<file path="src/rtl/fdc_pkg.sv">
// fdc_pkg: FSM states and accumulator sizing shared by the FDC sequencer.
package fdc_pkg;
   typedef enum logic [1:0] {IDLE, HOLD, WAIT, OUT} state_t;
   localparam int ACC_W_DEFAULT = 5 + 2;
   function automatic int acc_width(input int ptat_n, input int avg_log2);
      return ptat_n + avg_log2;
   endfunction
endpackage

</file>
<file path="src/rtl/fdc_sync.sv">
// fdc_sync: STAGES-deep single-bit synchronizer, cleared by reset.
module fdc_sync #(
   parameter int STAGES = 2
) (
   input  logic clk,
   input  logic reset,
   input  logic d,
   output logic q
);
   logic [STAGES-1:0] ff;
   always_ff @(posedge clk or posedge reset)
      if (reset) ff <= '0;
      else ff <= STAGES'({ff, d});
   assign q = ff[STAGES-1];
endmodule

</file>
<file path="src/rtl/fdc_controller.sv">
// fdc_controller: sequences FDC conversions, averages 2^AVG_LOG2 samples and
// hands the result out over valid/ready with timeout and saturation flags.
module fdc_controller
   import fdc_pkg::*;
#(
   parameter int PTAT_N         = 5,
   parameter int AVG_LOG2       = 2,
   parameter int RST_CYCLES     = 4,
   parameter int TIMEOUT_CYCLES = 4096,
   parameter int SYNC_STAGES    = 2
) (
   input  logic              clk,
   input  logic              reset,
   input  logic              start,
   input  logic              continuous,
   input  logic              fdc_done,
   input  logic [PTAT_N-1:0] fdc_data,
   output logic              fdc_reset,
   output logic              busy,
   output logic [PTAT_N-1:0] result,
   output logic              result_valid,
   input  logic              result_ready,
   output logic              timeout,
   output logic              saturated
);
   localparam int ACC_W  = acc_width(PTAT_N, AVG_LOG2);
   localparam int CNT_W  = $clog2(RST_CYCLES > TIMEOUT_CYCLES ? RST_CYCLES : TIMEOUT_CYCLES) + 1;
   localparam int SCNT_W = AVG_LOG2 + 1;
   state_t state, next;
   logic done_s, sample, expired, hold_done, last, hs;
   logic [CNT_W-1:0] cnt;
   logic [SCNT_W-1:0] scnt;
   logic [ACC_W-1:0] acc, acc_sum;
   fdc_sync #(.STAGES(SYNC_STAGES)) u_sync (
      .clk(clk),
      .reset(reset),
      .d(fdc_done),
      .q(done_s)
   );
   assign sample    = state == WAIT && done_s;
   assign expired   = state == WAIT && !done_s && cnt == CNT_W'(TIMEOUT_CYCLES - 1);
   assign hold_done = cnt == CNT_W'(RST_CYCLES - 1);
   assign last      = scnt == SCNT_W'((1 << AVG_LOG2) - 1);
   assign hs        = state == OUT && result_ready;
   assign acc_sum   = acc + ACC_W'(fdc_data);
   always_comb begin
      next = state;
      case (state)
         IDLE:    next = start ? HOLD : IDLE;
         HOLD:    next = hold_done ? WAIT : HOLD;
         WAIT:    next = sample ? (last ? OUT : HOLD) : (expired ? OUT : WAIT);
         OUT:     next = result_ready ? (continuous ? HOLD : IDLE) : OUT;
         default: next = IDLE;
      endcase
   end
   // Outputs are registered from the next state so fdc_reset is a clean flop output.
   always_ff @(posedge clk or posedge reset)
      if (reset) begin
         state        <= IDLE;
         cnt          <= '0;
         scnt         <= '0;
         acc          <= '0;
         fdc_reset    <= 1'b1;
         busy         <= 1'b0;
         result_valid <= 1'b0;
         result       <= '0;
         timeout      <= 1'b0;
         saturated    <= 1'b0;
      end else begin
         state        <= next;
         cnt          <= next != state ? '0 : cnt + 1'b1;
         fdc_reset    <= next != WAIT;
         busy         <= next != IDLE;
         result_valid <= next == OUT;
         if (state == IDLE || hs) begin
            acc       <= '0;
            scnt      <= '0;
            timeout   <= 1'b0;
            saturated <= 1'b0;
         end else if (sample) begin
            acc  <= acc_sum;
            scnt <= scnt + 1'b1;
            if (&fdc_data) saturated <= 1'b1;
            if (last) result <= acc_sum[ACC_W-1:AVG_LOG2];
         end else if (expired) begin
            timeout <= 1'b1;
            result  <= '0;
         end
      end
endmodule

</file>
<file path="config.mk">
export PLATFORM = sky130hd
export DESIGN_NAME = fdc_controller
export DESIGN_NICKNAME = d
export VERILOG_FILES = /design/src/rtl/fdc_pkg.sv /design/src/rtl/fdc_sync.sv /design/src/rtl/fdc_controller.sv
export SDC_FILE = /design/constraint.sdc
export NUM_CORES = 1
export LEC_CHECK = 0
export ABC_AREA = 1
export CORE_AREA = 2 2 95 61
export DETAILED_ROUTE_END_ITERATION = 10
export DIE_AREA = 0 0 97 63
export PLACE_DENSITY_LB_ADDON = 0.1
export SLEW_MARGIN = 5
export SYNTH_ARGS = -nofsm -noshare
export SYNTH_HDL_FRONTEND = slang
export SYNTH_SLANG_ARGS = --single-unit
</file>
<file path="constraint.sdc">
create_clock -name clk -period 2.57 [get_ports clk]
set_input_delay 0.257 -clock clk [delete_from_list [all_inputs] [get_ports clk]]
set_output_delay 0.257 -clock clk [all_outputs]
set_load 0.01 [all_outputs]
</file>
==> metrics <==
status completed; first drt pass iteration count 5; Avg WL per Cell 11.9 microns; CP Cell Sequence ha_1 > nand3_1 > nor2_2 > nand3_1 > nand3_1 > nand3_2 > nand2_4 > nor2_1; maximum level of the CTS H-tree 2; Skew-Pair Late Insertion Delay 0.28 ns; global route total overflow 0; sequential fraction of the synthesis area 45.8%; Worst Setup SP cnt[0]; row cnt 21; Routability Congestion 0.825; Ys Warns 0; Hold Vio Cnt, Final 0; ANT nets after route 0; Synth Area in Simple Gates 29.3%; r2r worst-path depth 8; Root Buffer Master clkbuf_8; RSZ-0062 raised after global routing no; min Tclk post-route 1.90 ns; Final Cycle Share 73.8%; Pwr Density 831 nW/um^2; drt total wl 3920 microns; post-synthesis cell count 233; Final Slew Violations 0; complex-gate fraction of the synthesized area 7.73%; top-area cell type share of the netlist area 44.5%; crit-path most repeated cell nand3_1; dpl ws 0.533 ns; CTS Buf Count 5; Crit Path Category register to register; IO Count 21; hold path start u_sync.ff[0]; Vert. Die Dim 63 microns; first-pass GRT wire length 6970 microns; antenna violations before repair 0; PortBufs 20; family with the most delay on the worst path simple AND/OR/NAND/NOR gates; die width 97 microns; WP buf/inv 0; Crit Path Max Fanout 13; Syn Std Cell Area 2020 sq um; placed cells 322; Data required, critical path 2.73 ns; number of max-cap violations 0; fmax 527 MHz; CP Launch Type register; clk slew on worst S/H paths 0.07 ns; vias per inst 4.53; CTS sink cnt 37; Setup crit end kind register; Crit path largest cell delay 0.36 ns; Hold Path Depth 0; Clock Skews 0.00604 ns; Non-Filler Instances 329; r2r startpoint cnt[0]; Adder-Cell Fraction of Synth Area 5.94%; CP max stage cell dfrtp_1; # Post-CTS Setup Buffers 0; pin count of the biggest net entering global routing 38; xor/xnor share of the synthesized area 3.90%; syn_nets 253; min-delay worst type register to register; Setup TNS 0 ns; leakage 1.15 nW; fillers 536; Final #Nets 280; layout cells sized above 1 11.5%; area grow syn2layout 17.8%; worst vdd ir 401 uV; CTS tree done; Placeable Area 5280 sq um; Slew headroom 61.3%; Synth area leader dfrtp_1; largest cells by area after synthesis dfrtp_1 45%, nand2_1 10%, inv_1 5.8%, nor2_4 5.6%, ha_1 4.9%; Tot Pwr 0.00198 W; Starting Density 38.3%; Diodes inserted 0; Die ar. 6110 sq um; main combinational cell family by area after synthesis simple AND/OR/NAND/NOR gates; drc violations 0; post-CTS sizing 0; Longest Clk Path Bufs 2; number of global-route vias before repair 1,455; Levels on crit path 8; Post-DP HPWL 2910 microns; PnR worst setup slack 0.672 ns; Worst Path Arrival 2.05 ns; DR iter-0 viols 46; synthesized flop and latch total 37; Mapped Avg Cell Area 8.68 sq um; endpoints failing setup 0; routed via count 1,490; Hold Buf Count CTS 0; count of cell types in the netlist 29; post-synthesis mux area share 0%; Slew @ Worst Pin 0.579 ns; aggregate global-route resource usage 14.3%
cells in the mapped netlist:
master   number
nand2_4       2
nor4_1        1
a21oi_1       9
or2_2         2
nand4_1       6
dfstp_2       1
nor2_8        1
dfrtp_1      36
fa_1          1
buf_12        1
nor3_1        3
nor2_1       21
nand2_2       1
nand2_1      56
xnor2_1       2
inv_2         3
o21ai_0      10
nor2_4       10
o22ai_1       2
nand3_1      11
nand3_2       1
a22o_1        3
o21a_1        1
inv_1        31
a31oi_1       1
a21oi_2       1
nor2_2        1
ha_1          8
xor2_1        7
final timing paths:
kind / end / slack [ns]
max: cnt[0] / 0.67
min: u_sync.ff[1] / 0.35
max reg2reg: cnt[0] / 0.67
min reg2reg: u_sync.ff[1] / 0.35
max in group asynchronous: fdc_reset / 1.85
min in group asynchronous: u_sync.ff[0] / 0.37
per-layer routing:
metal	global-route usage [%]	vias to the layer above	share of wire [%]
met4	4.23	0	1.1
met3	4.70	5	5.2
met1	22.7	667	60
li1	-	792	-
met2	17.7	26	34
met5	0	-	0
logic make-up after synthesis:
kind of cell,after synthesis
flops,37
buf+inv,35
compound gates,27
simple gates,116
xor+xnor,9
fa+ha+maj,9
layout make-up:
class                           count  area, sq um  share of cell area [%]
Clock buffer                        7         86.3                    3.62
Inverter                           34          128                    5.35
Multi-Input combinational cell    161          948                    39.8
Sequential cell                    37          927                    38.9
Tap cell                           69         86.3                    3.62
Timing Repair Buffer               21          208                    8.71
sequential cells by signal, summed over array words and instances (netlist names):
name	flops
acc	7
busy	1
cnt	13
fdc_reset	1
result	5
result_valid	1
saturated	1
scnt	3
state	2
timeout	1
u_sync.ff	2
power by group:
part | leakage, nW | internal (W) | switching [W]
registers | 0.490 | 0.000709 | 0.0000893
clock network | 0.0443 | 0.000213 | 0.000199
logic | 0.615 | 0.000287 | 0.000485
total | 1.15 | 0.00121 | 0.000773
metrics by stage:
step / hold slack (ns) / util, % / instance area [sq um]
2_1_floorplan: 0.288 / - / 2020
3_3_place_gp: 0.336 / 43.5 / 2300
3_5_place_dp: 0.339 / 43.5 / 2300
4_1_cts: 0.356 / 45.1 / 2380
5_1_grt: 0.359 / 45.1 / 2380
6_report: 0.353 / 45.1 / 2380
cell usage in the layout, fill, tap and decap left out, types with 3 or more instances in the layout:
master	Yosys	routed
a21oi_1	9	9
a22o_1	3	3
clkbuf_8	0	6
clkdlybuf4s50_1	0	20
dfrtp_1	36	36
ha_1	8	8
inv_1	31	31
inv_2	3	3
nand2_1	56	56
nand3_1	11	11
nand4_1	6	6
nor2_1	21	21
nor2_4	10	10
nor3_1	3	3
o21ai_0	10	10
xor2_1	7	7
worst register-to-register path, cell delays in order, from the launching register on:
cell     delay (ns)
dfrtp_1        0.36
ha_1           0.26
nand3_1        0.16
nor2_2         0.20
nand3_1        0.17
nand3_1        0.16
nand3_2        0.09
nand2_4        0.28
nor2_1         0.08
No activity file was read; power rests on OpenSTA's default activity.
